File: src/rtl/pipe_hazard_ctrl.sv
// pipe_hazard_ctrl: pipeline stall/flush/freeze controller for a 5-stage core.
// Revision 1.0 - initial release.
`default_nettype none

module pipe_hazard_ctrl #(
  parameter logic [7:0] TIMEOUT = 8'd255
) (
  input  logic        clk,
  input  logic        rst,
  input  logic [4:0]  id_rs,
  input  logic [4:0]  id_rt,
  input  logic        ex_mem_read,
  input  logic [4:0]  ex_wn,
  input  logic        branch_taken,
  input  logic        mem_req,
  input  logic        dmem_ready,
  output logic        pc_en,
  output logic        if_id_en,
  output logic        id_ex_en,
  output logic        ex_mem_en,
  output logic        mem_wb_en,
  output logic        if_id_flush,
  output logic        id_ex_flush,
  output logic        busy,
  output logic        mem_err,
  output logic [15:0] stall_cycles
);

  typedef enum logic [0:0] {
    RUN      = 1'b0,
    MEM_WAIT = 1'b1
  } state_t;

  state_t      r_state;
  state_t      w_next_state;
  logic [7:0]  r_wait_cnt;
  logic [7:0]  w_next_cnt;
  logic        r_mem_err;
  logic [15:0] r_stall_cycles;
  logic        w_frozen;
  logic        w_set_err;
  logic        w_load_use;

  assign w_load_use = ex_mem_read && (ex_wn != 5'd0) &&
                      ((ex_wn == id_rs) || (ex_wn == id_rt));

  always_ff @(posedge clk) begin
    if (rst) begin
      r_state        <= RUN;
      r_wait_cnt     <= 8'd0;
      r_mem_err      <= 1'b0;
      r_stall_cycles <= 16'd0;
    end else begin
      r_state    <= w_next_state;
      r_wait_cnt <= w_next_cnt;
      if (w_set_err)
        r_mem_err <= 1'b1;
      if (!pc_en && (r_stall_cycles != 16'hFFFF))
        r_stall_cycles <= r_stall_cycles + 16'd1;
    end
  end

  always_comb begin
    w_next_state = r_state;
    w_next_cnt   = r_wait_cnt;
    w_frozen     = 1'b0;
    w_set_err    = 1'b0;
    pc_en        = 1'b1;
    if_id_en     = 1'b1;
    id_ex_en     = 1'b1;
    ex_mem_en    = 1'b1;
    mem_wb_en    = 1'b1;
    if_id_flush  = 1'b0;
    id_ex_flush  = 1'b0;

    case (r_state)
      RUN: begin
        if (mem_req && !dmem_ready) begin
          w_frozen     = 1'b1;
          w_next_state = MEM_WAIT;
          w_next_cnt   = 8'd1;
        end
      end
      MEM_WAIT: begin
        // A release cycle (ready or timeout) ignores mem_req entirely.
        if (dmem_ready) begin
          w_next_state = RUN;
          w_next_cnt   = 8'd0;
        end else if (r_wait_cnt < TIMEOUT) begin
          w_frozen   = 1'b1;
          w_next_cnt = r_wait_cnt + 8'd1;
        end else begin
          w_set_err    = 1'b1;
          w_next_state = RUN;
          w_next_cnt   = 8'd0;
        end
      end
      default: begin
        w_next_state = RUN;
        w_next_cnt   = 8'd0;
      end
    endcase

    if (rst || w_frozen) begin
      pc_en     = 1'b0;
      if_id_en  = 1'b0;
      id_ex_en  = 1'b0;
      ex_mem_en = 1'b0;
      mem_wb_en = 1'b0;
    end else if (branch_taken) begin
      if_id_flush = 1'b1;
      id_ex_flush = 1'b1;
    end else if (w_load_use) begin
      pc_en       = 1'b0;
      if_id_en    = 1'b0;
      id_ex_flush = 1'b1;
    end
  end

  assign busy         = (r_state == MEM_WAIT);
  assign mem_err      = r_mem_err;
  assign stall_cycles = r_stall_cycles;

endmodule

`default_nettype wire

File: config.mk
export PLATFORM = sky130hd
export DESIGN_NAME = pipe_hazard_ctrl
export DESIGN_NICKNAME = d
export VERILOG_FILES = /design/src/rtl/pipe_hazard_ctrl.sv
export SDC_FILE = /design/constraint.sdc
export NUM_CORES = 1
export LEC_CHECK = 0
export ABC_AREA = 0
export CORE_AREA = 10 10 69 71
export CTS_CLUSTER_SIZE = 30
export DETAILED_ROUTE_END_ITERATION = 12
export DIE_AREA = 0 0 79 81
export PLACE_DENSITY = 0.74
export SLEW_MARGIN = 10
export SYNTH_ARGS = -nofsm -noshare
export SYNTH_HDL_FRONTEND = slang
export SYNTH_SLANG_ARGS = --single-unit
File: constraint.sdc
create_clock -name clk -period 2.5 [get_ports clk]
set_input_delay 0.375 -clock clk [delete_from_list [all_inputs] [get_ports clk]]
set_output_delay 0.375 -clock clk [all_outputs]
set_load 0.01 [all_outputs]
## After elaboration in Yosys (flattened, before gate mapping)

Cells that the tools add are included.
Widths: inputs -> output; s select.

| storage, ports and cells | value |
|---|---|
| output and inout bits | 25 |
| memory bits (read-only) | 0 |
| bits of input ports | 21 |
| memories kept | 0 |
| latch bits | 0 |
| bits in registers | 26 |
| bits in writable memories | 0 |

| operators by class | value |
|---|---|
| add/sub/neg operators | 2 |
| reductions and logical operators | 9 |
| eq/ne operators | 4 |
| order comparisons | 1 |
| multipliers | 0 |
| div/mod/pow operators | 0 |
| bitwise logic cells | 1 |
| muxes and demuxes | 20 |
| shift-type cells | 0 |

Operator list:

| kind | count |
|---|---|
| $mux 8 | 3 |
| $add 16x1->16 const B | 1 |
| $ne 16x16->1 const B | 1 |
| $pmux 8 s2 | 1 |
| $mux 1 | 15 |
| $eq 5x5->1 | 2 |
| $add 8x1->8 const B | 1 |
| $lt 8x8->1 const B | 1 |
| $reduce_bool 5->1 | 1 |
| $logic_and 1x1->1 | 4 |
| $logic_not 1->1 | 2 |
| $logic_or 1x1->1 | 2 |
| $ne 2x2->1 const B | 1 |
| $pmux 1 s2 | 1 |
| $not 1->1 | 1 |

## Depth between registers and ports, before layout

Gate-level depths: netlist of the first run.

| depth | value |
|---|---|
| depth in word-level cells | 8 |
| depth in mapped cells | 10 |
| gate-level depth less buffers | 8 |

## Worst setup path after synthesis of the first run

OpenSTA, ideal clock, no wires.

| path | value |
|---|---|
| kind | register to output |
| from | register r_wait_cnt[0] |
| to | output pc_en |
| data required time | 2125 ps |
| data arrival time | 2101 ps |
| stages on the path, launching flop included | 10 |
| buffers on the path | 3 |
| path slack | 24 ps |
| path through | dfxtp_1 > ha_1 > and3_1 > nand3_1 > a21oi_1 > o31ai_4 > inv_4 > buf_6 > buf_2 > buf_4 |

| on the way | value |
|---|---|
| word-level cells in the longest chain between the ends | 6 |

Ends and longest elaborated chain:

| what | RTL line | RTL |
|---|---|---|
| from (decl) | 36 | `logic [7:0] r_wait_cnt;` |
| from (signal assigned) | 55 | `r_wait_cnt <= w_next_cnt;` |
| $lt 8x8->1 | 89 | `end else if (r_wait_cnt < TIMEOUT) begin` |
| $mux 1 | 89 |  |
| $mux 1 | 86 | `if (dmem_ready) begin` |
| $pmux 1 s2 | 76 | `case (r_state)` |
| $logic_or 1x1->1 | 104 | `if (rst \|\| w_frozen) begin` |
| $mux 1 | -- |  |
| to (decl) | 17 | `output logic pc_en,` |

No other way between the ends.

## Worst setup path in the final report of the first run

| path | value |
|---|---|
| from | register r_wait_cnt[0] |
| to | output mem_wb_en |

| on the way | value |
|---|---|
| word-level cells in the longest chain between the ends | 6 |

Ends and longest elaborated chain:

| what | RTL line | RTL |
|---|---|---|
| $lt 8x8->1 | 89 |  |
| $mux 1 | 89 |  |
| $mux 1 | 86 |  |
| $pmux 1 s2 | 76 |  |
| $logic_or 1x1->1 | 104 |  |
| $mux 1 | 104 |  |
| to (decl) | 21 | `output logic mem_wb_en,` |

No other way between the ends.

==> results.md, run 1 <==
* Nets at about 260
* Ys flop type: dfxtp_1
* P_leak at just under 0.8 nW
* DP Wirelength at between 2 and 3 mm
* Multi-input combinational cell area at approximately 930 sq um
* Ys Warns at 0
* Final Cycle Share at between 90% and 100%
* Drt total wl at approximately 3.7 mm
* Worst Path Arrival at 2.04 ns
* Placed insts at about 280
* Critical Path Slowest Stage Cell: clkdlybuf4s50_1
* Synth area leader: dfxtp_1
* CP top delay family: buffers and inverters
* Number of DRC markers in iteration 0 at approximately 110
* CP endpoint kind: output pin
* Number of flops mapped to enable cells by yosys at 0
* Hold Fails Final Rpt at 0
* Total grt overflow at 0
* Pwr Density at around 370 nW/um^2
* Cts bufs inserted at 3
* Setup violators final at 0
* Non-Filler Instances at between 200 and 300
* Critical path buffer and inverter count at 2
* Root buffer cell: clkbuf_4
* WP data required at ~2.1 ns
* Wire per inst at 13.2 um
* Crit path max fanout at 3
* Fmax at roughly 410 MHz
* Crit path kind: flip-flop to output pin
* Yosys reg bits at 26
* Initial antenna violation count at 0
* H-tree depth at 1
* Final-layout fill cell count at approximately 350
* Vias/cell at around 5.4
* Chip Width at just under 80 um
* Post-synth top area share at roughly 35%
* # Max-Cap Violations at 0
* Crit start category: flip-flop
* GPL Wtd Cong at 0.786
* Synth Area per Inst at 8.21 sq um
* Syn-to-layout area delta at 40.2%
* Cells after Synth at 183
* FF/Latch Area at roughly 520 sq um
* Max_slew headroom at approximately two thirds
* Vias in the first global route at 1400
* Clock Latency Late Sink at between 0.3 and 0.4 ns
* Worst slew pin tran at 0.505 ns
* Max stage delay on crit path at between 0.5 and 0.6 ns
* Rows at 22
* Post-cts hold buffer count at 0
* Reg clk slew, reported paths at roughly 0.13 ns
* Clock Skew at about 0.0042 ns
* Finished Cell Area at around 2100 sq um
* Pre-antenna DRT Iters at 4
* Detail Route Antenna Nets at 0
* Core area at 3520 sq um
* DR vias at about 1500
* Critical-path cell list: ha_1 > and3_1 > nand3_2 > a21oi_4 > buf_4 > clkdlybuf4s50_1
* Top cells by area, synth: dfxtp_1, a21oi_1, xor2_1
* DRC errors left at 0
* Status: complete, no violations
* Boundary Pins at 46
* Fraction of registers with async set/reset at 0%
* Die area at approximately 6400 sq um
* Worst hold path class: flip-flop to flip-flop
* Global-route wire length before repair at a little over 6 mm
* # diodes at 0
* # port buffers at 45
* Final min period at 2.41 ns
* Pins Over Slew Limit at 0
* CTS Sinks at 26
* Gr usage total at between 10 and 15%
* TritonCTS clock tree: yes
* Largest net degree at the start of global routing at 30
* Commonest non-fill, non-tap cell in the layout: clkdlybuf4s50_1
* Syn nets at 206
* Syn Std Cell Area at 1500 sq um
* Peak VDD IR at ~0.16 mV
* Initial core utilization at between 40% and 50%
* Post-synthesis sequential area ratio at between 30% and 40%
* Netlist cell types at 44
* Placed Area at 2030 sq um
* Most frequent cells in the layout: clkdlybuf4s50_1, dfxtp_1, nor2_1
* Die height at ~81 um
* Layout cells sized above 1 at between 10% and 20%
* Max Root-Sink Buffers at 2
## sequential cells by signal (all words and copies together) (netlist names)
signal and count:
mem_err 1, r_wait_cnt 8, busy 1, stall_cycles 16
## per-stage QoR
stage	power [mW]	TNS [ns]	util, %	hold WS [ns]	setup slack [ns]
global route	0.823	-0.0383	59.8	0.531	-0.0383
CTS	0.796	0	59.1	0.496	0.00309
global placement	0.584	-1.78	57.7	0.457	-0.254
finish	0.785	0	59.8	0.491	0.0879
detailed placement	0.586	-2.19	57.7	0.462	-0.286
floorplan	0.508	0	-	0.461	0.0241
## cell usage after synthesis, types with 2 or more instances
master / count
a21oi_1: 19
a311oi_1: 2
a31oi_1: 3
and2_1: 2
and3_1: 8
buf_4: 3
clkbuf_1: 3
dfxtp_1: 26
ha_1: 2
inv_1: 4
mux2_2: 2
nand2_1: 10
nand3_1: 7
nand3b_1: 4
nor2_1: 23
nor2b_1: 3
nor3_1: 2
nor3_2: 2
o21ai_0: 9
o31ai_1: 7
or3_1: 3
or4_1: 8
xor2_1: 10
## final timing paths
check                                    from              end  slack, ns  cells after the start
worst min-delay path                  mem_err          mem_err       0.49                      2
worst min register to register        mem_err          mem_err       0.49                      2
worst max-delay path            r_wait_cnt[0]        mem_wb_en       0.09                      6
worst max register to register  r_wait_cnt[0]  stall_cycles[9]       0.30                     10
## metal layers
layer  GRT usage, %  wire length (um)  vias to the layer above  share of wire (%)
met5              0                 0                        -                  0
met4           4.30                44                        0                1.2
met3           5.08               400                        4                 11
met2           18.7              1730                       49                 46
met1           12.9              1540                      696                 42
li1               -                 -                      774                  -
## power by group
part	total, mW	switching [mW]	internal [mW]
clock	0.211	0.122	0.0890
combinational	0.145	0.0685	0.0770
sequential	0.429	0.00826	0.421
total	0.785	0.199	0.587
## repair_timing
item	CTS	global route
endpoints found under the setup margin	7	3
buffers inserted	0	1
hold endpoints to repair	0	0
gates resized for setup	11	5
pin swaps	1	2
gates cloned	0	0
## logic make-up after synthesis
group / after synthesis / share of synthesized area (%)
DFF: 26 / 34.6
adders and majority gates: 2 / 1.67
xor gates and xnor gates: 10 / 5.83
AOI/OAI and AO/OA: 48 / 20.5
and+or+nand+nor: 79 / 29.5
muxes: 4 / 2.91
buffers and inverters: 14 / 5.00
## tightest hold or removal path, delay by kind of cell, from the launching register on
kind	cells	cell delay (ns)
flip-flops	1	0.35
AND/OR/NAND/NOR	2	0.12
## final cells by class
class / count / area share [%]
Tap cell: 48 / 2.85
Inverter: 5 / 1.01
Timing Repair Buffer: 56 / 25.3
Sequential cell: 26 / 24.8
Multi-Input combinational cell: 143 / 44.3
Clock buffer: 4 / 1.72
Power figures use the tool's default switching activity.
==> inputs of run 2 (changes only) <==
Settings changed: CTS_CLUSTER_SIZE 30 to 28.
==> results of run 2 <==
The final DEF is identical to that of run 1; final timing and power are the same.
